## src/rtl/uart_tx_fifo.sv

```systemverilog
`default_nettype none
// ============================================================================
//  Module      : uart_tx_fifo
//  Description : Byte write port into a circular FIFO, drained by an 8N1
//                serial transmitter with back-to-back frames on tx_pin.
//  Revision    : 1.0 - initial release
// ============================================================================
module uart_tx_fifo #(
    parameter int CLK_FREQ   = 50000000,
    parameter int BAUD       = 115200,
    parameter int FIFO_DEPTH = 8
) (
    input  logic                          clk,
    input  logic                          rst,
    input  logic                          wr_en,
    input  logic [7:0]                    wr_data,
    output logic                          full,
    output logic                          empty,
    output logic [$clog2(FIFO_DEPTH):0]   level,
    output logic                          busy,
    output logic                          overflow,
    output logic                          tx_pin
);

    localparam int c_DIV = CLK_FREQ / BAUD;
    localparam int c_CW  = $clog2(c_DIV);
    localparam int c_AW  = $clog2(FIFO_DEPTH);

    localparam logic [c_CW-1:0] c_CNT_MAX  = c_CW'(c_DIV - 1);
    localparam logic [c_CW-1:0] c_CNT_ONE  = c_CW'(1);
    localparam logic [c_AW-1:0] c_PTR_ONE  = c_AW'(1);
    localparam logic [c_AW:0]   c_LVL_ONE  = (c_AW + 1)'(1);
    localparam logic [c_AW:0]   c_LVL_FULL = (c_AW + 1)'(FIFO_DEPTH);

    localparam logic [1:0] c_ST_IDLE  = 2'd0;
    localparam logic [1:0] c_ST_START = 2'd1;
    localparam logic [1:0] c_ST_DATA  = 2'd2;
    localparam logic [1:0] c_ST_STOP  = 2'd3;

    logic [7:0]      r_mem [FIFO_DEPTH];
    logic [c_AW-1:0] r_wr_ptr;
    logic [c_AW-1:0] r_rd_ptr;
    logic [c_AW:0]   r_level;
    logic            r_full;
    logic            r_empty;
    logic            r_overflow;

    logic [1:0]      r_state;
    logic [c_CW-1:0] r_baud_cnt;
    logic [2:0]      r_bit_idx;
    logic [7:0]      r_shift;
    logic            r_tx;
    logic            r_busy;

    logic            w_push;
    logic            w_pop;
    logic            w_baud_done;
    logic [c_AW:0]   w_level_next;

    assign w_push      = wr_en && !r_full;
    assign w_baud_done = (r_baud_cnt == c_CNT_MAX);
    // A pop only ever happens from the registered empty flag, so a byte
    // written into an empty FIFO is never popped in the same cycle.
    assign w_pop       = !r_empty &&
                         ((r_state == c_ST_IDLE) ||
                          ((r_state == c_ST_STOP) && w_baud_done));

    always_comb begin
        w_level_next = r_level;
        case ({w_push, w_pop})
            2'b10:   w_level_next = r_level + c_LVL_ONE;
            2'b01:   w_level_next = r_level - c_LVL_ONE;
            default: w_level_next = r_level;
        endcase
    end

    always_ff @(posedge clk) begin
        if (w_push) begin
            r_mem[r_wr_ptr] <= wr_data;
        end
    end

    always_ff @(posedge clk) begin
        if (rst) begin
            r_wr_ptr   <= '0;
            r_rd_ptr   <= '0;
            r_level    <= '0;
            r_full     <= 1'b0;
            r_empty    <= 1'b1;
            r_overflow <= 1'b0;
        end else begin
            if (w_push) begin
                r_wr_ptr <= r_wr_ptr + c_PTR_ONE;
            end
            if (w_pop) begin
                r_rd_ptr <= r_rd_ptr + c_PTR_ONE;
            end
            r_level    <= w_level_next;
            r_full     <= (w_level_next == c_LVL_FULL);
            r_empty    <= (w_level_next == '0);
            r_overflow <= wr_en && r_full;
        end
    end

    // Serialiser: every state holds for c_DIV cycles; tx is registered so the
    // line value changes exactly on the edge that enters each bit.
    always_ff @(posedge clk) begin
        if (rst) begin
            r_state    <= c_ST_IDLE;
            r_baud_cnt <= '0;
            r_bit_idx  <= '0;
            r_shift    <= '0;
            r_tx       <= 1'b1;
            r_busy     <= 1'b0;
        end else begin
            case (r_state)
                c_ST_IDLE: begin
                    r_tx       <= 1'b1;
                    r_baud_cnt <= '0;
                    if (w_pop) begin
                        r_shift <= r_mem[r_rd_ptr];
                        r_state <= c_ST_START;
                        r_tx    <= 1'b0;
                        r_busy  <= 1'b1;
                    end
                end
                c_ST_START: begin
                    if (w_baud_done) begin
                        r_baud_cnt <= '0;
                        r_bit_idx  <= '0;
                        r_state    <= c_ST_DATA;
                        r_tx       <= r_shift[0];
                    end else begin
                        r_baud_cnt <= r_baud_cnt + c_CNT_ONE;
                    end
                end
                c_ST_DATA: begin
                    if (w_baud_done) begin
                        r_baud_cnt <= '0;
                        if (r_bit_idx == 3'd7) begin
                            r_state <= c_ST_STOP;
                            r_tx    <= 1'b1;
                        end else begin
                            r_bit_idx <= r_bit_idx + 3'd1;
                            r_shift   <= {1'b0, r_shift[7:1]};
                            r_tx      <= r_shift[1];
                        end
                    end else begin
                        r_baud_cnt <= r_baud_cnt + c_CNT_ONE;
                    end
                end
                c_ST_STOP: begin
                    if (w_baud_done) begin
                        r_baud_cnt <= '0;
                        // Chain straight into the next start bit when data waits.
                        if (w_pop) begin
                            r_shift <= r_mem[r_rd_ptr];
                            r_state <= c_ST_START;
                            r_tx    <= 1'b0;
                        end else begin
                            r_state <= c_ST_IDLE;
                            r_busy  <= 1'b0;
                        end
                    end else begin
                        r_baud_cnt <= r_baud_cnt + c_CNT_ONE;
                    end
                end
                default: begin
                    r_state    <= c_ST_IDLE;
                    r_baud_cnt <= '0;
                    r_tx       <= 1'b1;
                    r_busy     <= 1'b0;
                end
            endcase
        end
    end

    assign full     = r_full;
    assign empty    = r_empty;
    assign level    = r_level;
    assign busy     = r_busy;
    assign overflow = r_overflow;
    assign tx_pin   = r_tx;

endmodule
`default_nettype wire

```

## config.mk

```make
export PLATFORM = sky130hd
export DESIGN_NAME = uart_tx_fifo
export DESIGN_NICKNAME = d
export VERILOG_FILES = /design/src/rtl/uart_tx_fifo.sv
export SDC_FILE = /design/constraint.sdc
export NUM_CORES = 1
export LEC_CHECK = 0
export CAP_MARGIN = 20
export CORE_UTILIZATION = 45
export DETAILED_ROUTE_END_ITERATION = 10
export PLACE_DENSITY_LB_ADDON = 0.05
export SLEW_MARGIN = 5
export SYNTH_ARGS = -nofsm -noshare
export SYNTH_HDL_FRONTEND = slang
export SYNTH_SLANG_ARGS = --single-unit
export TNS_END_PERCENT = 5
```

## constraint.sdc

```tcl
create_clock -name clk -period 4 [get_ports clk]
set_input_delay 1.2 -clock clk [delete_from_list [all_inputs] [get_ports clk]]
set_output_delay 1.2 -clock clk [all_outputs]
set_load 0.02 [all_outputs]
```

==> flow_metrics.tcl, run 1 <==
set metrics [dict create \
    status "completed" \
    min_period_over_period_pct 82.8 \
    slowest_delay_ns 0.47 \
    post_cts_resized 0 \
    drive_gt1_share_pct 14.1 \
    syn_inst 325 \
    hold_viol 0 \
    wirelength_mm 8.45 \
    yosys_register_bits 104 \
    yosysWarnings 0 \
    hold_buffers 0 \
    cts_setup_buffers 0 \
    die_width_um 101 \
    worst_setup_path_start_kind "primary input" \
    rsz0062_at_grt "false" \
    core_area_sq_um 9370 \
    antenna_found_initial 0 \
    cts_root_buf "clkbuf_8" \
    finalCriticalPeriod_ns 3.31 \
    wl_per_cell_um 17.2 \
    io_buffer_count 19 \
    grt_max_degree 20 \
    power_mw 2.98 \
    relSlewSlack_pct 37.9 \
    holdWs_ns 0.477 \
    hp-class "flop to flop" \
    cts-htree-levels 3 \
    cts_tree "yes" \
    worst_slew_pin_slew_ns 0.928 \
    synth_nets 350 \
    leakage_nw 1.70 \
    critPathMaxFanout 6 \
    cts_buffers 9 \
    slew_violations 0 \
    grt_pass1_wl_mm 13.7 \
    setup.worst_path.end "empty" \
    grt.overflow.total 0 \
    ys.flop_type "edfxtp_1" \
    synth.avg_cell_area_sq_um 13.6 \
    place_inst 474 \
    drc 0 \
    timing.final.ws_setup_ns 0.689 \
    num-nets-final 381 \
    r2r_end "empty" \
    reg2reg_depth 13 \
    placed_cell_area_sq_um 4800 \
    via_per_inst 5.36 \
    yosysTopAreaCell "edfxtp_1" \
    drt_iter0_drc 155 \
    io_pins 20 \
    ir_drop_v 0.000310 \
    slowest_stage "clkdlybuf4s50_1" \
    worst_ep_required_time_ns 4.28 \
    grt_pass1_vias 2682 \
    yosysTopAreaCellShare_pct 43.6 \
    fin_setup_tns_ns 0 \
    rows 35 \
    reg2reg_from "r_state[0]" \
    dieArea_sq_um 10200 \
    clk_pin_slew_ns 0.10 \
    synth_area_sq_um 4410 \
    cp-end-kind "flop" \
    postRouteAntennaNets 0 \
    die_h_um 101 \
    clock-skew-final_ns 0.0117 \
    critPathLaunch "wr_en" \
    power_density_nw_per_um2 599 \
    cts.sinks 104 \
    setup_viol 0 \
    firstDrtPassIters 4 \
    async_flop_share_pct 0 \
    synth_edf_count 64 \
    fin_cells 490 \
    vias 2624 \
    synthDistinctLibCells 48 \
    fmax_ghz 0.302 \
    crit_chain "clkdlybuf4s50_1 -> nor2b_1 -> inv_1 -> ha_1 -> xor2_1 -> ha_1 -> a21oi_1 -> mux2i_1 -> mux2_2 -> a221oi_1" \
    seq_area_frac_synth_pct 61.8 \
    critPathMostFrequentCell "ha_1" \
    yosysMostFrequentCell "edfxtp_1" \
    place_congestion 0.737 \
    pre_cts_ws_ns 0.291 \
    hpwl_mm 5.58 \
    drv_cap 0 \
    clk_latency_ns 0.37 \
    final_area_sq_um 4980 \
    critical_path_arrival_ns 3.59 \
    initial_utilization_pct 47.0 \
    final_util_pct 53.1 \
    grtUsageTotal_pct 18.6 \
    netlist_top_cells_count "edfxtp_1, dfxtp_1, nor2_1" \
    r2r_slack_ns 0.91 \
    synthTopCellsByArea "edfxtp_1, dfxtp_1, mux4_2, ha_1, nor2_1" \
    antenna_cells 0 \
    syn_to_final_growth_pct 13.0 \
    ctsLongestPathBuffers 2 \
    crit_type "primary input to flop" \
]
cells in the final DEF, fill, tap and decap left out, types with 2 or more instances in the layout:
cell type        instances
edfxtp_1                64
dfxtp_1                 40
nor2_1                  27
a21oi_1                 20
inv_1                   19
clkdlybuf4s50_1         19
mux4_2                  16
ha_1                    14
buf_4                   12
nand2b_1                10
nand2_1                  9
o21ai_0                  9
clkbuf_8                 9
a22o_1                   8
o22ai_1                  7
xor2_1                   6
nor2b_1                  6
nand3_1                  6
mux2i_1                  5
xnor2_1                  5
nor3_1                   4
a31oi_1                  3
nand4_1                  3
or3_1                    3
nor3b_1                  3
nand3b_1                 2
a211o_1                  2
a21o_1                   2
a211oi_1                 2
clkinv_4                 2
logic make-up after synthesis:
family | after synthesis | synth area share, %
mux | 22 | 9.57
buf+inv | 30 | 2.70
compound gates | 63 | 9.71
simple gates | 81 | 10.1
xor+xnor | 11 | 2.19
flops | 104 | 61.8
fa+ha+maj | 14 | 3.98
how the worst min path moves through the flow:
stage                        from            end  slack, ns  cells past startpoint
finish               r_bit_idx[2]   r_bit_idx[2]       0.48                      2
global route         r_bit_idx[2]   r_bit_idx[2]       0.50                      2
CTS                  r_bit_idx[1]   r_bit_idx[1]       0.48                      2
detailed placement     r_shift[5]     r_shift[5]       0.46                      1
global placement     r_bit_idx[1]   r_bit_idx[1]       0.46                      2
floorplan           r_baud_cnt[0]  r_baud_cnt[0]       0.45                      1
registers in the layout, summed over array words and instances (netlist names), 2 cells and up, named ones only:
register,cells
r_bit_idx,3
r_rd_ptr,3
r_shift,8
r_wr_ptr,3
r_mem,64
r_baud_cnt,9
level,4
r_state,2
where the power goes:
part | total, mW | internal, mW | switching, mW
logic | 0.962 | 0.443 | 0.519
registers | 1.42 | 1.28 | 0.134
clock network | 0.604 | 0.232 | 0.372
final cells by class:
| cell class | instances | area (sq um) |
|---|---|---|
| multi-input combinational | 191 | 1570 |
| tap | 129 | 161 |
| sequential | 104 | 2720 |
| fill | 831 | 4390 |
| inverter | 19 | 71.3 |
| clock buffer | 9 | 124 |
| timing repair buffer | 31 | 280 |
| clock inverter | 7 | 55.1 |
per-layer routing:
layer,track usage (%),share of wire (%),vias to the layer above
li1,-,-,1280
met1,25.1,48,1294
met2,29.0,47,39
met3,4.85,3.6,11
met4,6.80,1.6,0
met5,0,0,-
worst max-delay path, delay by kind of cell:
family                     cells  cell delay, ns
AOI/OAI and AO/OA              2            0.37
xor gates and xnor gates       1            0.16
adders and majority gates      2            0.45
buffers and inverters          2            0.55
muxes                          2            0.67
and+or+nand+nor                1            0.18
(Power assumes the default switching activity.)
==> run 2: changes to the inputs <==
clock period = 3.3 ns   (was 4 ns; I/O delays follow)
==> flow_metrics.tcl, run 2 (synthesis gave the netlist of run 1 again) <==
set metrics [dict create \
    pre_cts_ws_ns -0.0875 \
    critical_path_arrival_ns 3.28 \
    hp-class "flop to flop" \
    finalCriticalPeriod_ns 3.01 \
    vias 2636 \
    hold_viol 0 \
    clk_latency_ns 0.37 \
    cts_tree "yes" \
    syn_to_final_growth_pct 14.2 \
    r2r_slack_ns 0.34 \
    clk_pin_slew_ns 0.10 \
    ctsLongestPathBuffers 2 \
    hold_end "r_bit_idx[2]" \
    cts_root_buf "clkbuf_8" \
    hpwl_mm 5.40 \
    hold_buffers 0 \
    min-delay-start "r_bit_idx[2]" \
    leakage_nw 1.73 \
    critPathMaxFanout 2 \
    power_density_nw_per_um2 735 \
    drt_iter0_drc 80 \
    fin_setup_tns_ns 0 \
    io_buffer_count 19 \
    final_common_cell "edfxtp_1" \
    rows 35 \
    cp-end-kind "flop" \
    drv_cap 0 \
    cts_setup_buffers 0 \
    reg_top3 "r_mem: 64 flops, r_baud_cnt: 9 flops, r_shift: 8 flops" \
    use_met3_pct 2.70 \
    gr-usage-met1_pct 25.8 \
    wl_per_cell_um 16.7 \
    reg2reg_depth 12 \
    place_congestion 0.742 \
    die_width_um 101 \
    num-nets-final 385 \
    slowest_stage "clkdlybuf4s50_1" \
    core_area_sq_um 9370 \
    cts-htree-levels 3 \
    initial_utilization_pct 47.0 \
    top_usage_layer "met2" \
    drive_gt1_share_pct 14.8 \
    firstDrtPassIters 4 \
    min_period_over_period_pct 91.2 \
    cts_buffers 9 \
    setup_viol 0 \
    largest_register_ffs 64 \
    antenna_found_initial 0 \
    clock-skew-final_ns 0.0109 \
    worst_setup_path_start_kind "primary input" \
    rsz0062_at_grt "false" \
    slew_violations 0 \
    grt_pass1_wl_mm 13.4 \
    ir_drop_v 0.000407 \
    grt_use_met2_pct 26.6 \
    dieArea_sq_um 10200 \
    timing.final.ws_setup_ns 0.291 \
    whs_path_depth 2 \
    cts.sinks 104 \
    worst_ep_required_time_ns 3.57 \
    drc 0 \
    io_pins 20 \
    placed_cell_area_sq_um 4830 \
    post_cts_resized 0 \
    status "completed" \
    grtUsageTotal_pct 17.7 \
    relSlewSlack_pct 45.8 \
    die_h_um 101 \
    postRouteAntennaNets 0 \
    wirelength_mm 8.25 \
    fmax_ghz 0.332 \
    via_per_inst 5.34 \
    crit_type "primary input to flop" \
    critPathMostFrequentCell "ha_1" \
    r2r_end "empty" \
    most-common-layout-cells "edfxtp_1, dfxtp_1, nor2_1" \
    grt.overflow.total 0 \
    crit_chain "clkdlybuf4s50_1 -> nor2b_1 -> inv_1 -> ha_1 -> xor2_1 -> ha_1 -> a21oi_1 -> mux2i_1 -> mux2_2 -> a221oi_1" \
    grt_max_degree 19 \
    antenna_cells 0 \
    reg2reg_from "r_state[0]" \
    top_register "r_mem" \
    final_area_sq_um 5030 \
    worst_slew_pin_slew_ns 0.812 \
    grt_pass1_vias 2543 \
    slowest_delay_ns 0.46 \
]
-- run 2: report_power, final --
| group | internal [mW] | leakage [nW] | switching [mW] | total, mW |
|---|---|---|---|---|
| Clock | 0.364 | 0.0994 | 0.449 | 0.813 |
| Sequential | 1.55 | 0.907 | 0.136 | 1.69 |
| Combinational | 0.556 | 0.724 | 0.642 | 1.20 |
| Total | 2.47 | 1.73 | 1.23 | 3.70 |
-- run 2: worst max path at each step --
stage	cells after the start	to	slack, ns	from
after global routing	12	empty	0.008	r_state[0]
after detailed placement	10	empty	-0.09	wr_en
final	10	empty	0.29	wr_en
after global placement	10	empty	-0.06	wr_en
after CTS	10	empty	0.29	wr_en
after floorplan	10	empty	0.23	wr_en
-- run 2: metrics by stage --
| stage | util [%] | power, mW | cells | hold slack (ns) |
|---|---|---|---|---|
| 5_1_grt | 53.7 | 3.93 | 494 | 0.516 |
| 3_3_place_gp | 51.5 | 2.91 | 478 | 0.462 |
| 2_1_floorplan | - | 2.55 | 325 | 0.445 |
| 4_1_cts | 53.7 | 3.73 | 494 | 0.483 |
| 6_report | 53.7 | 3.70 | 494 | 0.478 |
| 3_5_place_dp | 51.5 | 2.92 | 478 | 0.465 |
-- run 2: final cells by class --
cell class | count | area [sq um]
Timing Repair Buffer | 35 | 310
Sequential cell | 104 | 2720
Tap cell | 129 | 161
Fill cell | 823 | 4340
Clock buffer | 10 | 128
Multi-Input combinational cell | 191 | 1570
Inverter | 19 | 71.3
Clock inverter | 6 | 75.1
-- run 2: metal layers --
layer	share of wire, %	vias up
met5	0	-
met4	0.85	0
met3	2.8	6
met2	47	33
met1	50	1310
li1	-	1287
-- run 2: critical path: cells and delay by family --
family | cells | cell delay, ns
xor gates and xnor gates | 1 | 0.15
and+or+nand+nor | 1 | 0.19
muxes | 2 | 0.64
adders and majority gates | 2 | 0.40
buffers and inverters | 2 | 0.54
AOI/OAI and AO/OA | 2 | 0.36
